--- config.mk ---
export PLATFORM = sky130hd
export DESIGN_NAME = apb_wdt
export DESIGN_NICKNAME = d
export VERILOG_FILES = /design/src/rtl/apb_wdt.sv
export SDC_FILE = /design/constraint.sdc
export NUM_CORES = 1
export LEC_CHECK = 0
export CELL_PAD_IN_SITES_DETAIL_PLACEMENT = 1
export CELL_PAD_IN_SITES_GLOBAL_PLACEMENT = 2
export CORE_UTILIZATION = 32
export CTS_CLUSTER_SIZE = 25
export DETAILED_ROUTE_END_ITERATION = 10
export GPL_ROUTABILITY_DRIVEN = 0
export PLACE_DENSITY_LB_ADDON = 0.08
export SLEW_MARGIN = 25
export SYNTH_ARGS = -nofsm -noshare
export SYNTH_HDL_FRONTEND = slang
export SYNTH_SLANG_ARGS = --single-unit
--- constraint.sdc ---
create_clock -name PCLK -period 3.3 [get_ports PCLK]
set_clock_uncertainty 0.1 [all_clocks]
set_input_delay 0.66 -clock PCLK [delete_from_list [all_inputs] [get_ports PCLK]]
set_output_delay 0.66 -clock PCLK [all_outputs]
set_load 0.005 [all_outputs]
--- src/rtl/apb_wdt.sv ---
// APB watchdog: prescaled 32-bit down-counter, interrupt on first timeout, sticky reset request on second.
// Optional LOCK register at 0x18 is enabled by defining WDT_LOCK_EN.
module apb_wdt (
   input  logic        PCLK,
   input  logic        PRESET,
   input  logic        PSEL,
   input  logic        PENABLE,
   input  logic        PWRITE,
   input  logic [31:0] PADDR,
   input  logic [31:0] PWDATA,
   output logic [31:0] PRDATA,
   output logic        WDT_IRQ,
   output logic        WDT_RST
);
   localparam int unsigned DW = 32;
   localparam int unsigned PW = 8;
   localparam int unsigned AW = 3;

   localparam logic [AW-1:0] A_LOAD   = AW'(0);
   localparam logic [AW-1:0] A_VALUE  = AW'(1);
   localparam logic [AW-1:0] A_CTRL   = AW'(2);
   localparam logic [AW-1:0] A_INTCLR = AW'(3);
   localparam logic [AW-1:0] A_RIS    = AW'(4);
   localparam logic [AW-1:0] A_PRESC  = AW'(5);

   logic [DW-1:0] load_q, load_d;
   logic [DW-1:0] value_q, value_d;
   logic [PW-1:0] presc_q, presc_d;
   logic [PW-1:0] pcnt_q, pcnt_d;
   logic          en_q, en_d;
   logic          rsten_q, rsten_d;
   logic          ris_q, ris_d;
   logic          rst_req_q, rst_req_d;
   logic          irq_q;

   logic [AW-1:0] idx;
   logic          wr, cfg_ok, tick;
   logic          wr_load, wr_ctrl, wr_presc, wr_intclr, en_rise;
   logic          unused;

   assign unused = ^{PADDR[31:5], PADDR[1:0]};
   assign idx    = PADDR[4:2];
   assign wr     = PSEL & PENABLE & PWRITE;

`ifdef WDT_LOCK_EN
   localparam logic [AW-1:0] A_LOCK     = AW'(6);
   localparam logic [DW-1:0] UNLOCK_KEY = 32'h1ACC_E551;

   logic lock_q;

   // Any write to LOCK other than the key relocks the configuration registers.
   always_ff @(posedge PCLK or posedge PRESET) begin
      if (PRESET)
         lock_q <= 1'b1;
      else if (wr && idx == A_LOCK)
         lock_q <= (PWDATA != UNLOCK_KEY);
   end

   assign cfg_ok = ~lock_q;
`else
   assign cfg_ok = 1'b1;
`endif

   assign wr_load   = wr & cfg_ok & (idx == A_LOAD);
   assign wr_ctrl   = wr & cfg_ok & (idx == A_CTRL);
   assign wr_presc  = wr & cfg_ok & (idx == A_PRESC);
   assign wr_intclr = wr & (idx == A_INTCLR);
   assign en_rise   = wr_ctrl & PWDATA[0] & ~en_q;
   assign tick      = en_q & (pcnt_q == presc_q);

   // Next-state logic; register writes that reload the counter swallow a coincident tick.
   always_comb begin
      load_d    = load_q;
      value_d   = value_q;
      presc_d   = presc_q;
      pcnt_d    = pcnt_q;
      en_d      = en_q;
      rsten_d   = rsten_q;
      ris_d     = ris_q;
      rst_req_d = rst_req_q;

      if (wr_load)
         load_d = PWDATA;
      if (wr_ctrl) begin
         en_d    = PWDATA[0];
         rsten_d = PWDATA[1];
      end
      if (wr_presc)
         presc_d = PWDATA[PW-1:0];
      if (en_q)
         pcnt_d = tick ? '0 : PW'(pcnt_q + 1'b1);

      if (wr_load || wr_intclr || en_rise) begin
         value_d = load_d;
         pcnt_d  = '0;
         if (wr_intclr)
            ris_d = 1'b0;
      end else if (tick) begin
         if (value_q != '0) begin
            value_d = DW'(value_q - 1'b1);
         end else begin
            value_d = load_q;
            if (!ris_q)
               ris_d = 1'b1;
            else if (rsten_q)
               rst_req_d = 1'b1;
         end
      end
   end

   always_ff @(posedge PCLK or posedge PRESET) begin
      if (PRESET) begin
         load_q    <= '1;
         value_q   <= '1;
         presc_q   <= '0;
         pcnt_q    <= '0;
         en_q      <= 1'b0;
         rsten_q   <= 1'b0;
         ris_q     <= 1'b0;
         rst_req_q <= 1'b0;
         irq_q     <= 1'b0;
      end else begin
         load_q    <= load_d;
         value_q   <= value_d;
         presc_q   <= presc_d;
         pcnt_q    <= pcnt_d;
         en_q      <= en_d;
         rsten_q   <= rsten_d;
         ris_q     <= ris_d;
         rst_req_q <= rst_req_d;
         irq_q     <= ris_d & en_d;
      end
   end

   assign WDT_IRQ = irq_q;
   assign WDT_RST = rst_req_q;

   // Read mux is combinational: data is valid whenever the slave is selected for a read.
   always_comb begin
      PRDATA = '0;
      if (PSEL && !PWRITE) begin
         case (idx)
            A_LOAD:  PRDATA = load_q;
            A_VALUE: PRDATA = value_q;
            A_CTRL:  PRDATA = DW'({rsten_q, en_q});
            A_RIS:   PRDATA = DW'(ris_q);
            A_PRESC: PRDATA = DW'(presc_q);
`ifdef WDT_LOCK_EN
            A_LOCK:  PRDATA = DW'(lock_q);
`endif
            default: PRDATA = '0;
         endcase
      end
   end

endmodule

# Yosys cells after proc, flatten, opt, wreduce, memory -nomap -nowiden

Index checks and enable logic that the tools add are counted.

Add/sub/neg operators: 2
Multipliers: 0
Div/mod/pow operators: 0
Magnitude comparators: 0
Eq/ne operators: 6
Shift operators: 0
Muxes and demuxes: 14
Bitwise logic cells: 13
Reduce and logical (&&, ||, !) cells: 9

Operators by type and width:

| kind                                                                  | number |
|---|---|
| 32-bit 2-to-1 mux                                                     | 5 |
| 32-bit one-hot mux with 5 select lines                                | 1 |
| 32-bit nonzero test                                                   | 1 |
| 32-bit by 1-bit subtractor with 32-bit output, second input constant  | 1 |
| 8-bit 2-to-1 mux                                                      | 3 |
| 1-bit bitwise AND                                                     | 10 |
| 8-bit by 1-bit adder with 8-bit output, second input constant         | 1 |
| 8-bit equality test                                                   | 1 |
| 3-bit by 2-bit equality test with 1-bit output, second input constant | 2 |
| 3-bit equality test, second input constant                            | 2 |
| 1-bit 2-to-1 mux                                                      | 5 |
| 5-bit AND reduction                                                   | 1 |
| 2-bit nonzero test                                                    | 2 |
| 3-bit by 1-bit equality test with 1-bit output, second input constant | 1 |
| 3-bit logical NOT                                                     | 1 |
| 1-bit NOT                                                             | 3 |
| 1-bit logical OR                                                      | 2 |
| 1-bit logical AND                                                     | 1 |
| 1-bit logical NOT                                                     | 1 |

Register bits: 85
Latch bits: 0
RAM bits: 0
Bits in read-only memories: 0
Bits of input ports: 69
Output and inout port bits: 34
Memories: 0

# Depth between registers and ports, before layout

Depth after elaboration: 8
Depth in mapped cells: 9
Gate-level depth less buffers: 8

# Worst setup path after synthesis

OpenSTA, ideal clock, no wires.

Path kind: input -> output
Start: input port PADDR[3]
End: output port PRDATA[11]
Arrival time: 1.857 ns
Slack: 0.683 ns
Cell stages on the path: 7
Path buffers: 3
Path through: clkbuf_1 nor2b_1 nor2b_1 clkbuf_1 clkbuf_1 a22oi_1 nor2_1

Longest elaborated chain between the ends: 3
Elaborated cells on any way between the ends: 7
Classes of those cells: eq/ne: 4; mux: 2; reduce/logical: 1

Ends and longest elaborated chain:

| what                                        | RTL line | source |
|---|---|---|
| start, declared                             | 9        | `input logic [31:0] PADDR,` |
| 3-bit equality test (tied with other cells) | 142      | `case (idx)` |
| 32-bit one-hot mux with 5 select lines (*)  | 142      |  |
| 32-bit 2-to-1 mux (*)                       | 141      | `if (PSEL && !PWRITE) begin` |
| end, declared                               | 11       | `output logic [31:0] PRDATA,` |

Mark *: on every way between the ends. The rest lies on a longest branch, timed or not.

# Worst setup path in the final report

Start: input port PADDR[2]
End: output port PRDATA[9]

Same word-level chain as after synthesis.

==> reports/metrics.yaml <==
finalCriticalPeriod_ns: 3.27
ys_ff_latch: 85
fmax_ghz: 0.306
max_slew_margin: 0.621
clockBufferDepth: 2
final_cells: 861
cp_top_family: "buffers and inverters"
start_util: 0.329
drt.antenna.violating_nets: 0
synth_nets: 634
die_area_um2: 17000
grt_max_degree: 48
clk_latency_ns: 0.34
slowest_delay_ns: 0.51
crit_type: "input port to primary output"
finalSetupTns_ns: 0
syn_avg_cell_area_um2: 9.37
crit_buf_inv: 4
antenna_found_initial: 0
finalSetupViolCount: 0
cp_max_fo: 12
worst_pin_slew_ns: 0.568
worstSetupStartpointType: "input port"
core_area_um2: 16000
root_buffer: "clkbuf_16"
slew_viol_final: 0
post-dp-hpwl_mm: 12.1
synth-seq-area-share: 0.419
drc: 0
ctsHoldBuffers: 0
syn-cell-area_um2: 5270
wire_per_inst_um: 20.3
p_per_area_nw_per_um2: 637
cts_buffers: 9
h-tree-depth: 3
clk_pin_slew_worst_paths_ns: 0.06
ys_warn_count: 0
path_cells: "clkdlybuf4s50_1 > buf_6 > nor3_4 > bufbuf_16 > a22oi_1 > nor2_1 > clkdlybuf4s50_1"
ys_types: 55
die_h_um: 130
synth_top_flop_cell: "dfstp_2"
hp-class: "flop to flop"
n_antenna_cell: 0
maxCapViolations: 0
dp.cells: 843
synth-edff-count: 0
detail_route.vias_per_cell: 5.47
grt_usage: 0.220
die_w_um: 130
hold_violations: 0
end_kind: "primary output"
areaGrowthSynthToFinish_pct: 29.5
rsz0062_at_grt: "true"
cp_common_cell: "clkdlybuf4s50_1"
drt_first_pass_iters: 4
worstPathArrival_ns: 2.51
worstPathRequired_ns: 2.54
grt_pass1_vias: 4973
drive_above_1_share: 0.284
run_status: "finished, final reports clean"
wl_mm: 17.5
async_flop_share: 1.00
first_iter_violations: 267
slowest_stage: "clkdlybuf4s50_1"
gr-total-overflow: 0
io_buffers: 73
synth_cells: 562
power.leakage_nw: 2.74
rows: 46
cts_tree: "yes"
grt_pass1_wl_mm: 28.0
vias: 4710
vdd_ir_drop_max_v: 0.000251
min_period_over_period: 0.990
num_io_pins: 103
finish.utilization: 0.426
final_nets: 712
cts.sinks: 85
-- Yosys cell counts, types with 3 or more instances --
| master | number | area (um^2) |
|---|---|---|
| or4_4 | 3 | 33.8 |
| nand3_1 | 13 | 65.1 |
| o21ai_0 | 16 | 80.1 |
| and3_1 | 10 | 62.6 |
| buf_6 | 3 | 33.8 |
| a21oi_1 | 27 | 135 |
| buf_1 | 4 | 15.0 |
| o211ai_1 | 9 | 67.6 |
| nor3_1 | 19 | 95.1 |
| xnor2_1 | 24 | 210 |
| a22oi_1 | 31 | 233 |
| nand2_1 | 28 | 105 |
| nor4_1 | 12 | 75.1 |
| dfrtp_1 | 21 | 526 |
| o21bai_1 | 7 | 52.6 |
| nand4_1 | 5 | 31.3 |
| nand2_2 | 6 | 37.5 |
| inv_1 | 3 | 11.3 |
| nor2b_1 | 5 | 31.3 |
| nand2b_1 | 3 | 18.8 |
| xor2_1 | 12 | 105 |
| mux2i_1 | 3 | 30.0 |
| dfstp_2 | 64 | 1680 |
| a211oi_1 | 8 | 60.1 |
| a211o_1 | 6 | 52.6 |
| ha_1 | 3 | 37.5 |
| nor2_1 | 89 | 334 |
| mux2_2 | 48 | 541 |
| or3_1 | 4 | 25.0 |
| o21ai_1 | 4 | 20.0 |
| a31oi_1 | 12 | 75.1 |
| clkbuf_1 | 30 | 113 |
-- where the power goes --
group / internal [W] / total (W) / leakage (nW) / switching, W
sequential: 0.00153 / 0.00197 / 0.947 / 0.000439
combinational: 0.000623 / 0.00123 / 1.64 / 0.000604
clock: 0.000708 / 0.00115 / 0.162 / 0.000441
-- per-layer routing --
| metal | vias to the layer above | GRT usage | share of wire |
|---|---|---|---|
| met5 | - | 0 | 0 |
| met4 | 0 | 0.0670 | 0.012 |
| met3 | 14 | 0.0238 | 0.027 |
| met2 | 72 | 0.349 | 0.46 |
| met1 | 2421 | 0.313 | 0.50 |
| li1 | 2203 | - | - |
-- cell type report --
cell class	instances	area [um^2]
repair buffers	107	1110
fillers	1874	9180
well taps	216	270
flip-flops and latches	85	2210
clock buffers	12	258
inverters	3	12.5
clock inverters	4	70.1
multi-input cells	434	2890
-- worst register-to-register path, stage by stage (launching register included) --
cell      delay, ns
dfstp_2        0.39
or4_4          0.57
or4_4          0.45
or4_4          0.77
and3_1         0.28
a21oi_1        0.12
o211ai_1       0.10
-- per-stage QoR --
step / total power, W / worst slack, ns / instance area, um^2 / hold WS, ns
after floorplan: 0.00274 / 0.452 / 5270 / 0.360
after global placement: 0.00315 / -0.0281 / 6420 / 0.377
after detailed placement: 0.00320 / -0.0668 / 6420 / 0.378
after CTS: 0.00438 / 0.00348 / 6790 / 0.406
after global routing: 0.00461 / -0.0617 / 6820 / 0.440
final: 0.00434 / 0.0328 / 6820 / 0.407
-- kinds of logic after synthesis --
logic type / synth area share
AO/OA/AOI/OAI: 0.166
XOR/XNOR: 0.0599
adder cells (fa/ha/maj): 0.00713
buffers and inverters: 0.0380
flip-flops: 0.419
multiplexers: 0.113
AND/OR/NAND/NOR: 0.197
-- state kept, by name (all words and copies together) (netlist names) --
| register | count |
|---|---|
| load_q | 32 |
| value_q | 32 |
| ris_q | 1 |
| pcnt_q | 8 |
| WDT_RST | 1 |
| presc_q | 8 |
| rsten_q | 1 |
| WDT_IRQ | 1 |
| en_q | 1 |
-- timing repair --
action / in CTS / in global routing
pin swaps: 1 / 0
endpoints found under the setup margin: 18 / 21
buffers inserted: 1 / 0
gates cloned: 1 / 0
resized for setup: 7 / 11
-- layout by cell type (no fill, tap or decap), types with 9 or more instances in the layout --
master           Yosys  routed
a21oi_1             27      27
a22oi_1             31      31
a31oi_1             12      12
and3_1              10      10
buf_4                1      24
clkbuf_16            0      10
clkdlybuf4s50_1      0      59
dfrtp_1             21      21
dfstp_2             64      64
dlymetal6s2s_1       0       9
mux2_2              48      48
nand2_1             28      28
nand3_1             13      13
nor2_1              89      89
nor3_1              19      18
nor4_1              12      11
o211ai_1             9       9
o21ai_0             16      16
xnor2_1             24      24
xor2_1              12      12
-- worst paths after layout --
kind,start,to,slack (ns),cells after the start
setup / recovery,PADDR[2],PRDATA[9],0.03,7
hold / removal,WDT_RST,WDT_RST,0.41,1
setup reg to reg,value_q[26],value_q[6],0.44,6
hold reg to reg,WDT_RST,WDT_RST,0.41,1
max in group asynchronous,PRESET,load_q[27],1.95,3
min in group asynchronous,PRESET,load_q[9],0.69,2
Note: power is estimated with default switching activity, not from simulation.
